==> config.mk <==
export PLATFORM = sky130hd
export DESIGN_NAME = query_patch_sched
export DESIGN_NICKNAME = d
export VERILOG_FILES = /design/src/rtl/query_patch_sched.sv
export SDC_FILE = /design/constraint.sdc
export NUM_CORES = 1
export LEC_CHECK = 0
export CORE_MARGIN = 2
export CORE_UTILIZATION = 45
export CTS_BUF_LIST = sky130_fd_sc_hd__clkbuf_4 sky130_fd_sc_hd__clkbuf_8
export CTS_CLUSTER_DIAMETER = 50
export CTS_CLUSTER_SIZE = 16
export DETAILED_ROUTE_END_ITERATION = 12
export PLACE_DENSITY = 0.84
export SLEW_MARGIN = 0
export SYNTH_ARGS = -nofsm -noshare
export SYNTH_HDL_FRONTEND = slang
export SYNTH_SLANG_ARGS = --single-unit
==> constraint.sdc <==
create_clock -name clk -period 5.85 [get_ports clk]
set_input_delay 1.4625 -clock clk [delete_from_list [all_inputs] [get_ports clk]]
set_output_delay 1.4625 -clock clk [all_outputs]
set_load 0.02 [all_outputs]
==> src/rtl/query_patch_sched.sv <==
// Query patch scheduler: loads N patches into a dual-port query memory, then streams them back.
// Optional port-0 debug read path enabled by defining QUERY_PATCH_SCHED_DBG_READ_EN.
module query_patch_sched #(
  parameter int unsigned DATA_WIDTH = 11,
  parameter int unsigned PATCH_SIZE = 5,
  parameter int unsigned ADDR_WIDTH = 9,
  parameter int unsigned DEPTH      = 512
) (
  input  logic                               clk,
  input  logic                               rst_n,
  input  logic                               start,
  input  logic [ADDR_WIDTH:0]                cfg_num,
  output logic                               busy,
  output logic                               done,
  input  logic                               in_valid,
  output logic                               in_ready,
  input  logic [DATA_WIDTH*PATCH_SIZE-1:0]   in_patch,
  output logic                               out_valid,
  input  logic                               out_ready,
  output logic [DATA_WIDTH*PATCH_SIZE-1:0]   out_patch,
  output logic                               csb0,
  output logic                               web0,
  output logic [ADDR_WIDTH-1:0]              addr0,
  output logic [DATA_WIDTH*PATCH_SIZE-1:0]   wpatch0,
  input  logic [DATA_WIDTH*PATCH_SIZE-1:0]   rpatch0,
  output logic                               csb1,
  output logic [ADDR_WIDTH-1:0]              addr1,
  input  logic [DATA_WIDTH*PATCH_SIZE-1:0]   rpatch1,
  input  logic                               dbg_req,
  input  logic [ADDR_WIDTH-1:0]              dbg_addr,
  output logic                               dbg_valid,
  output logic [DATA_WIDTH*PATCH_SIZE-1:0]   dbg_rdata
);

  localparam int unsigned W  = DATA_WIDTH * PATCH_SIZE;
  localparam int unsigned CW = ADDR_WIDTH + 1;
  localparam logic [CW-1:0] DEPTH_C = CW'(DEPTH);

  typedef enum logic [1:0] {S_IDLE, S_LOAD, S_STREAM, S_DONE} state_e;

  state_e          state_q;
  logic [CW-1:0]   num_q;
  logic [CW-1:0]   wr_ptr_q;
  logic [CW-1:0]   rd_ptr_q;
  logic [CW-1:0]   out_cnt_q;
  logic [W-1:0]    fifo_q [3];
  logic [1:0]      fifo_wr_idx_q;
  logic [1:0]      fifo_rd_idx_q;
  logic [1:0]      fifo_cnt_q;
  logic            inflight_q;

  logic [CW-1:0]   n_lat;
  logic [2:0]      occ;
  logic            wr_fire;
  logic            rd_fire;
  logic            dbg_fire;
  logic            pop;

  function automatic logic [1:0] idx_inc(input logic [1:0] i);
    return (i == 2'd2) ? 2'd0 : i + 2'd1;
  endfunction

  assign n_lat     = (cfg_num > DEPTH_C) ? DEPTH_C : cfg_num;
  assign busy      = (state_q != S_IDLE);
  assign done      = (state_q == S_DONE);
  assign in_ready  = (state_q == S_LOAD);
  assign out_valid = (fifo_cnt_q != 2'd0);
  assign out_patch = fifo_q[fifo_rd_idx_q];
  assign pop       = out_valid && out_ready;

  // Occupancy the FIFO will have once in-flight data lands, net of this cycle's pop.
  assign occ     = 3'(fifo_cnt_q) + 3'(inflight_q) - 3'(pop);
  assign wr_fire = rst_n && in_valid && (state_q == S_LOAD);
  assign rd_fire = rst_n && (state_q == S_STREAM) && (rd_ptr_q < num_q) && (occ < 3'd3);

`ifdef QUERY_PATCH_SCHED_DBG_READ_EN
  logic dbg_valid_q;

  assign dbg_fire  = rst_n && (state_q == S_IDLE) && dbg_req && !start;
  assign dbg_valid = dbg_valid_q;
  assign dbg_rdata = dbg_valid_q ? rpatch0 : '0;

  always_ff @(posedge clk) begin
    if (!rst_n) dbg_valid_q <= 1'b0;
    else        dbg_valid_q <= dbg_fire;
  end
`else
  logic unused_dbg;

  assign dbg_fire   = 1'b0;
  assign dbg_valid  = 1'b0;
  assign dbg_rdata  = '0;
  assign unused_dbg = ^{dbg_req, dbg_addr, rpatch0};
`endif

  // Memory port strobes follow the accepting handshake in the same cycle.
  always_comb begin
    csb0    = 1'b1;
    web0    = 1'b1;
    addr0   = '0;
    wpatch0 = '0;
    csb1    = 1'b1;
    addr1   = '0;
    if (wr_fire) begin
      csb0    = 1'b0;
      web0    = 1'b0;
      addr0   = wr_ptr_q[ADDR_WIDTH-1:0];
      wpatch0 = in_patch;
    end else if (dbg_fire) begin
      csb0  = 1'b0;
      addr0 = dbg_addr;
    end
    if (rd_fire) begin
      csb1  = 1'b0;
      addr1 = rd_ptr_q[ADDR_WIDTH-1:0];
    end
  end

  always_ff @(posedge clk) begin
    if (!rst_n) begin
      state_q       <= S_IDLE;
      num_q         <= '0;
      wr_ptr_q      <= '0;
      rd_ptr_q      <= '0;
      out_cnt_q     <= '0;
      fifo_wr_idx_q <= '0;
      fifo_rd_idx_q <= '0;
      fifo_cnt_q    <= '0;
      inflight_q    <= 1'b0;
      for (int i = 0; i < 3; i++) fifo_q[i] <= '0;
    end else begin
      inflight_q <= rd_fire;
      fifo_cnt_q <= fifo_cnt_q + 2'(inflight_q) - 2'(pop);
      if (inflight_q) begin
        fifo_q[fifo_wr_idx_q] <= rpatch1;
        fifo_wr_idx_q         <= idx_inc(fifo_wr_idx_q);
      end
      if (pop)     fifo_rd_idx_q <= idx_inc(fifo_rd_idx_q);
      if (pop)     out_cnt_q     <= out_cnt_q + CW'(1);
      if (wr_fire) wr_ptr_q      <= wr_ptr_q + CW'(1);
      if (rd_fire) rd_ptr_q      <= rd_ptr_q + CW'(1);

      case (state_q)
        S_IDLE: begin
          if (start) begin
            num_q     <= n_lat;
            wr_ptr_q  <= '0;
            rd_ptr_q  <= '0;
            out_cnt_q <= '0;
            state_q   <= (n_lat == '0) ? S_DONE : S_LOAD;
          end
        end
        S_LOAD: begin
          if (wr_fire && (wr_ptr_q == num_q - CW'(1))) state_q <= S_STREAM;
        end
        S_STREAM: begin
          if (pop && (out_cnt_q == num_q - CW'(1))) state_q <= S_DONE;
        end
        S_DONE:  state_q <= S_IDLE;
        default: state_q <= S_IDLE;
      endcase
    end
  end

endmodule

# Word level (Yosys, flattened, before mapping)
# Memory sizes are Yosys's and may differ from the RTL's. A register that Yosys moved wholly into a read port is not among the register bits.
# Index checks and enable logic that the tools add are counted.
[totals]
input_bits = 190
mem_count = 1
ff_bits = 49
ramBits = 165
elab_cells = 79
[memory_table]
columns = ["memory", "words", "width", "rd", "rd_clocked_by_memory_dff", "write_ports", "line", "text"]
rows = [
  ["fifo_q", 3, 55, 1, 1, 3, "46", "logic [W-1:0] fifo_q [3];"],
]
[classes]
muxes = 31
reduce_logical = 15
eq_ne = 10
add_sub_neg = 10
magnitude_cmp = 3
[op_table]
columns = ["cell", "count"]
rows = [
  ["$mux W55", 2],
  ["$mux W10", 10],
  ["$reduce_or A55 Y1", 1],
  ["$add A10 B1 Y10 const B", 3],
  ["$eq A10 B10 Y1", 2],
  ["$mux W2", 9],
  ["$mux W9", 2],
  ["$gt A10 B10 Y1 const B", 1],
  ["$logic_not A10 Y1", 1],
  ["$lt A10 B10 Y1", 1],
  ["$sub A10 B1 Y10 const B", 1],
  ["$eq A2 B2 Y1 const B", 4],
  ["$logic_and A1 B1 Y1", 8],
  ["$pmux W2 S4", 1],
  ["$mux W1", 7],
  ["$add A2 B1 Y2 const B", 2],
  ["$ne A2 B1 Y1 const B", 2],
  ["$reduce_bool A2 Y1", 2],
  ["$add A2 B1 Y3", 1],
  ["$lt A3 B2 Y1 const B", 1],
  ["$reduce_and A3 Y1", 1],
  ["$sub A3 B1 Y3", 1],
  ["$add A2 B1 Y2", 1],
  ["$eq A2 B1 Y1 const B", 1],
  ["other kinds (4)", 4],
]

# Logic depth before layout (Yosys ltp)
# Gate-level depths: netlist of run 1.
[depth]
depth_word = 8
depth_mapped = 13

# Worst setup path after synthesis of run 1
# Ideal clock, no wire load.
[synth_timing]
kind = "input -> register"
startpoint = "input rst_n"
endpoint = "memory fifo_q[2][0] (netlist bit) (enable)"
setup_time_ns = 0.544
n_path_buf = 1
path_slack_ns = -0.406
required_ns = 5.306
path_stages = 3
arrival_ns = 5.712
cell_sequence = "clkbuf_1 -> nand3_1 -> o21ai_0"
[synth_lines]
columns = ["item", "line", "text"]
rows = [
  ["start, declared", "10", "input logic rst_n,"],
  ["end, declared", "46", ""],
]

# Worst setup path after layout of run 1
[layout_timing]
startpoint = "input out_ready"
endpoint = "output addr1[1]"
[layout_via]
elab_chain_cells = 5
[layout_lines]
columns = ["item", "line", "text"]
rows = [
  ["start, declared", "19", "input logic out_ready,"],
  ["$logic_and A1 B1 Y1", "69", "assign pop = out_valid && out_ready;"],
  ["$sub A3 B1 Y3", "72", "assign occ = 3'(fifo_cnt_q) + 3'(inflight_q) - 3'(pop);"],
  ["$lt A3 B2 Y1", "74", "assign rd_fire = rst_n && (state_q == S_STREAM) && (rd_ptr_q < num_q) && (occ < 3'd3);"],
  ["$logic_and A1 B1 Y1", "74", ""],
  ["$mux W9", "113", "if (rd_fire) begin"],
  ["end, declared", "27", "output logic [ADDR_WIDTH-1:0] addr1,"],
]
# No other way between the ends.

==> results_dict.tcl, run 1 <==
set metrics [dict create \
    drt_iter0_markers 714 \
    setup_viol 0 \
    first_global_vias 8986 \
    grt_max_degree 56 \
    min_period_ns 5.74 \
    netlist-cell-type-count 58 \
    ff2ff_path_depth 21 \
    rows 62 \
    design_area_sq_um 16700 \
    pin_count 381 \
    outcome "finished clean" \
    max-vdd-ir-drop_v 0.000186 \
    routed_via_density 5.23 \
    cap_violations 0 \
    final_cells 1681 \
    cp-start-kind "primary input" \
    grt-ovfl-total 0 \
    post-place-ws_ns -0.364 \
    antenna_left 0 \
    wirelength_microns 31300 \
    r2r_setup_slack_ns 1.54 \
    finClkSkew_ns 0.0419 \
    crit_end "addr1[1]" \
    p_per_area_nw_per_um2 255 \
    crit_start "out_ready" \
    critPathMaxFanout 5 \
    cts_sinks 271 \
    tritoncts "built" \
    postSynthAreaPerCell_sq_um 12.9 \
    dieArea_sq_um 30700 \
    leakagePower_nw 6.03 \
    syn2layout_area_growth_pct 26.3 \
    max_freq_ghz 0.174 \
    track_usage_pct 19.9 \
    start_util_pct 45.8 \
    cp_data_required_time_ns 4.39 \
    rr_startpoint "fifo_cnt_q[1]$_SDFF_PN0_" \
    layout_commonest_cell "clkdlybuf4s50_1" \
    max-clock-path-buffers 3 \
    ys_ff_latch 271 \
    hold_viol 0 \
    clock_latency_ns 0.58 \
    cts_root_buf "clkbuf_8" \
    hp-class "register to register" \
    routedWlPerCell_microns 18.6 \
    postLayoutCoreUtil_pct 57.9 \
    yosys_warnings 0 \
    rr_endpoint "rd_ptr_q[8]$_SDFF_PN0_" \
    grt_pass1_wl_microns 47700 \
    vias 8790 \
    worst-setup-path-type "primary input to primary output" \
    synth_flop_cell "edfxtp_1" \
    cp-end-kind "primary output" \
    num-nets-final 1491 \
    antenna_cells 0 \
    dp_cells 1624 \
    worst_ep_arrival_time_ns 4.28 \
    die_h_microns 175 \
    grt_antenna_before_repair 0 \
    routabilityCongestion 0.902 \
    dr.pass1.iters 5 \
    relSlewSlack_pct 29.2 \
    setup_ws_ns 0.107 \
    synth_cells 1021 \
    maxSlewViolCount 0 \
    ctsHtreeMaxLevel 1 \
    ys_seq_area_share_pct 57.8 \
    numCtsBuffers 27 \
    io_buffers 259 \
    coreArea_sq_um 28800 \
    die_w_microns 175 \
    final_cell_mix "249 x clkdlybuf4s50_1, 238 x and2_1, 220 x edfxtp_1, 56 x conb_1, 55 x mux4_2" \
    drive_above_1_share_pct 12.9 \
    finalCritPeriodShare_pct 98.2 \
    synthesis.area_sq_um 13200 \
    dp_hpwl_microns 20800 \
    synth-edff-count 220 \
    place_area_sq_um 16000 \
    tns_ns 0 \
    drc 0 \
    worst_slew_pin_slew_ns 1.06 \
    clkTransAtPathRegs_ns 0.09 \
    async_reset_ff_share_pct 0 \
]
-- per-layer routing --
layer  wire, microns  global-route usage, %
met5               0                      0
met4             818                   5.83
met3            2340                   3.52
met2           16700                   37.7
met1           11500                   22.7
-- power breakdown --
group	total, mW	switching (mW)	internal [mW]
sequential	2.20	0.0645	2.13
combinational	0.815	0.412	0.403
clock	1.24	0.707	0.529
-- synth_stat cells (9+ instances only) --
cell type,instances,share of area [%]
and2_1,238,11
edfxtp_1,220,50
buf_4,57,3.2
mux4_2,55,9.4
dfxtp_1,51,7.7
clkbuf_1,47,1.3
nand2_1,44,1.3
nor2_1,29,0.83
inv_1,25,0.71
nand3_1,24,0.91
a21oi_1,22,0.83
ha_1,21,2.0
o21ai_0,20,0.76
xor2_1,17,1.1
xnor2_1,16,1.1
nor3_1,11,0.42
nand2b_1,10,0.47
and3_1,9,0.43
-- worst max-delay path, stage by stage --
cell	delay, ns
clkdlybuf4s50_1	0.47
o21ai_2	0.07
inv_2	0.06
ha_1	0.21
inv_1	0.06
ha_1	0.13
inv_1	0.05
fa_1	0.54
nor2b_2	0.07
a2111oi_4	0.35
nand3_2	0.16
a21oi_4	0.20
buf_4	0.17
and2_1	0.12
buf_2	0.16
-- sequential cells by signal, summed over array words and instances, names as in the netlist, named ones only --
register,cells
fifo_rd_idx_q,2
wr_ptr_q,10
out_cnt_q,10
fifo_wr_idx_q,2
rd_ptr_q,10
state_q,2
fifo_q,220
inflight_q,1
fifo_cnt_q,2
num_q,10
-- worst min-delay path by stage --
stage                                 startpoint                endpoint  slack, ns  cells past startpoint
after floorplan           rd_ptr_q[9]$_SDFF_PN0_  rd_ptr_q[9]$_SDFF_PN0_       0.45                      2
after global placement    rd_ptr_q[9]$_SDFF_PN0_  rd_ptr_q[9]$_SDFF_PN0_       0.46                      2
after detailed placement  rd_ptr_q[9]$_SDFF_PN0_  rd_ptr_q[9]$_SDFF_PN0_       0.47                      2
after CTS                 rd_ptr_q[9]$_SDFF_PN0_  rd_ptr_q[9]$_SDFF_PN0_       0.48                      2
after global routing      rd_ptr_q[9]$_SDFF_PN0_  rd_ptr_q[9]$_SDFF_PN0_       0.51                      2
final                     rd_ptr_q[9]$_SDFF_PN0_  rd_ptr_q[9]$_SDFF_PN0_       0.48                      2
-- cell type report --
type,instances,area (sq um)
Fill cell,2300,12100
Sequential cell,271,7630
Multi-Input combinational cell,663,5100
Timing Repair Buffer,290,2790
Tap cell,384,480
Clock buffer,29,387
Clock inverter,18,180
Inverter,26,97.6
-- metrics by stage --
step / total power [mW] / hold WS [ns]
6_report: 4.25 / 0.479
5_1_grt: 4.42 / 0.508
4_1_cts: 4.29 / 0.480
3_5_place_dp: 3.05 / 0.466
3_3_place_gp: 3.04 / 0.456
2_1_floorplan: 2.73 / 0.446
-- cells by family after synthesis --
kind of cell,count (synthesis),synth area share [%]
adders and majority gates,22,2.14
and+or+nand+nor,405,17.7
buffers and inverters,142,5.80
xor gates and xnor gates,34,2.36
AOI/OAI and AO/OA,83,4.12
muxes,63,10.0
DFF,271,57.8
other,1,0.0284
-- repair_timing --
action	CTS	global route
pin swaps	1	3
hold endpoints to repair	0	0
endpoints found under the setup margin	10	10
hold buffers	0	0
resized for setup	13	44
cloned	0	1
setup buffers	8	1
Note: power is estimated with default switching activity, not from simulation.
==> run 2, diff against run 1 <==
Settings changed: SETUP_SLACK_MARGIN set to 0.1.
==> run 2 against run 1 <==
Critical path type is now primary input to register. Register-to-register slack worse by 0.75 ns. Non-clock buffer count increased by 22. Global-route usage grew 1.5 points. Sequential power is essentially flat. Die area is the same. Clock power about the same. Power is 1.4% higher. Maximum frequency up 3.1%. Final area grew 1.7%. Critical path depth rose by 14.
==> results_dict.tcl, run 2 (synthesis gave the netlist of run 1 again) <==
set metrics [dict create \
    largest_register "fifo_q" \
    antenna_cells 0 \
    track_usage_pct 21.4 \
    die_w_microns 175 \
    nFillCells 2248 \
    cp_data_required_time_ns 6.36 \
    largest_reg_flops 220 \
    power_frac_clock_pct 29.6 \
    first_global_vias 9201 \
    num-nets-final 1514 \
    dieArea_sq_um 30700 \
    die_h_microns 175 \
    wirelength_microns 33500 \
    power_frac_comb_pct 19.7 \
    cp-end-kind "register" \
    clkTransAtPathRegs_ns 0.09 \
    finalCritPeriodShare_pct 95.2 \
    maxSlewViolCount 0 \
    drt_iter0_markers 673 \
    hp-class "register to register" \
    routed_via_density 5.23 \
    whs_ns 0.497 \
    finClkSkew_ns 0.0529 \
    hold_viol 0 \
    power.share.sequential_pct 50.7 \
    setup_viol 0 \
    start_util_pct 45.8 \
    dp_hpwl_microns 22000 \
    min_period_ns 5.57 \
    grt_antenna_before_repair 1 \
    cap_violations 0 \
    drive_above_1_share_pct 14.9 \
    worst_ep_arrival_time_ns 6.08 \
    max_freq_ghz 0.180 \
    syn2layout_area_growth_pct 28.4 \
    max-vdd-ir-drop_v 0.000147 \
    grt-ovfl-total 0 \
    postLayoutCoreUtil_pct 58.9 \
    ctsHtreeMaxLevel 1 \
    tritoncts "built" \
    coreArea_sq_um 28800 \
    max-clock-path-buffers 3 \
    outcome "finished clean" \
    grt_pass1_wl_microns 50700 \
    numCtsBuffers 28 \
    worst_slew_pin_slew_ns 1.13 \
    drc 0 \
    rsz0062_at_grt "no" \
    relSlewSlack_pct 24.1 \
    cpMostUsedCell "buf_4" \
    leakagePower_nw 6.17 \
    switching_share_pct 27.9 \
    routabilityCongestion 0.895 \
    final_cell_mix "248 x clkdlybuf4s50_1, 234 x and2_1, 220 x edfxtp_1, 56 x conb_1, 55 x mux4_2" \
    cp-start-kind "primary input" \
    worst-setup-path-type "primary input to register" \
    clock_latency_ns 0.58 \
    cts_root_buf "clkbuf_8" \
    critPathMaxFanout 6 \
    p_per_area_nw_per_um2 254 \
    dr.pass1.iters 5 \
    grt_max_degree 56 \
    layout_commonest_cell "clkdlybuf4s50_1" \
    netSwitchingPower_mw 1.20 \
    rows 62 \
    antenna_left 0 \
    ctsHoldBuffers 0 \
    p_int_mw 3.11 \
    critical_path.slowest_cell "fa_1" \
    pin_count 381 \
    cts_sinks 271 \
    routedWlPerCell_microns 19.6 \
    power.total_mw 4.31 \
    worst_path_largest_cell_delay_ns 0.54 \
    io_buffers 259 \
    vias 8919 \
]
run 2: cell count changes in the layout (fill, tap and decap cells not counted), sizes merged:
| cell | delta |
|---|---|
| inv | -5 |
| clkdlybuf4s50 | -1 |
| clkinvlp | +3 |
| clkinv | +2 |
| clkbuf | +4 |
| buf | +21 |
| dlymetal6s2s | +1 |
run 2: timing repair:
| action | 4_1_cts | 5_1_grt |
|---|---|---|
| pin swaps | 0 | 3 |
| gates cloned | 0 | 1 |
| resized for setup | 39 | 29 |
| setup buffers | 31 | 1 |
| setup endpoints to repair | 10 | 14 |
run 2: power groups by stage:
stage / Clock, mW / Combinational [mW] / Sequential, mW
after floorplan: 0 / 0.538 / 2.20
after global placement: 0 / 0.809 / 2.23
after detailed placement: 0 / 0.821 / 2.23
after CTS: 1.31 / 0.839 / 2.19
after global routing: 1.38 / 0.904 / 2.20
final: 1.27 / 0.850 / 2.19
run 2: area by class of cell:
| type | count | area, sq um | share of cell area, % |
|---|---|---|---|
| repair buffers | 312 | 3000 | 17.7 |
| flip-flops and latches | 271 | 7630 | 45.0 |
| clock inverters | 18 | 185 | 1.09 |
| inverters | 26 | 97.6 | 0.576 |
| multi-input cells | 663 | 5120 | 30.2 |
| well taps | 384 | 480 | 2.84 |
| clock buffers | 32 | 422 | 2.49 |
run 2: final timing paths:
| path | startpoint | to | slack, ns | cells after the start |
|---|---|---|---|---|
| hold / removal | rd_ptr_q[9]$_SDFF_PN0_ | rd_ptr_q[9]$_SDFF_PN0_ | 0.50 | 2 |
| hold reg to reg | rd_ptr_q[9]$_SDFF_PN0_ | rd_ptr_q[9]$_SDFF_PN0_ | 0.50 | 2 |
| setup / recovery | out_ready | rd_ptr_q[9]$_SDFF_PN0_ | 0.28 | 29 |
| setup reg to reg | fifo_cnt_q[1]$_SDFF_PN0_ | rd_ptr_q[9]$_SDFF_PN0_ | 0.79 | 28 |
run 2: per-stage QoR:
stage	cells	setup slack (ns)	cell area, sq um	setup TNS (ns)
5_1_grt	1706	0.154	16900	0
4_1_cts	1704	0.0666	16800	0
3_5_place_dp	1623	-0.515	16000	-4.89
3_3_place_gp	1623	-0.351	16000	-3.26
6_report	1706	0.279	16900	0
2_1_floorplan	1076	0.144	13400	0
run 2: per-layer routing:
metal / wire length [microns] / vias up / share of wire, % / track usage, %
met1: 12300 / 4334 / 37 / 24.8
li1: - / 4122 / - / -
met4: 1390 / 2 / 4.2 / 8.61
met2: 17500 / 400 / 52 / 39.3
met5: 13 / - / 0.039 / 0
met3: 2250 / 61 / 6.7 / 3.33
run 2: critical path, delay by kind of cell:
kind | cells | cell delay (ns)
buffers and inverters | 20 | 2.44
adder cells (fa/ha/maj) | 3 | 0.95
AO/OA/AOI/OAI | 3 | 0.75
AND/OR/NAND/NOR | 2 | 0.24
multiplexers | 1 | 0.22
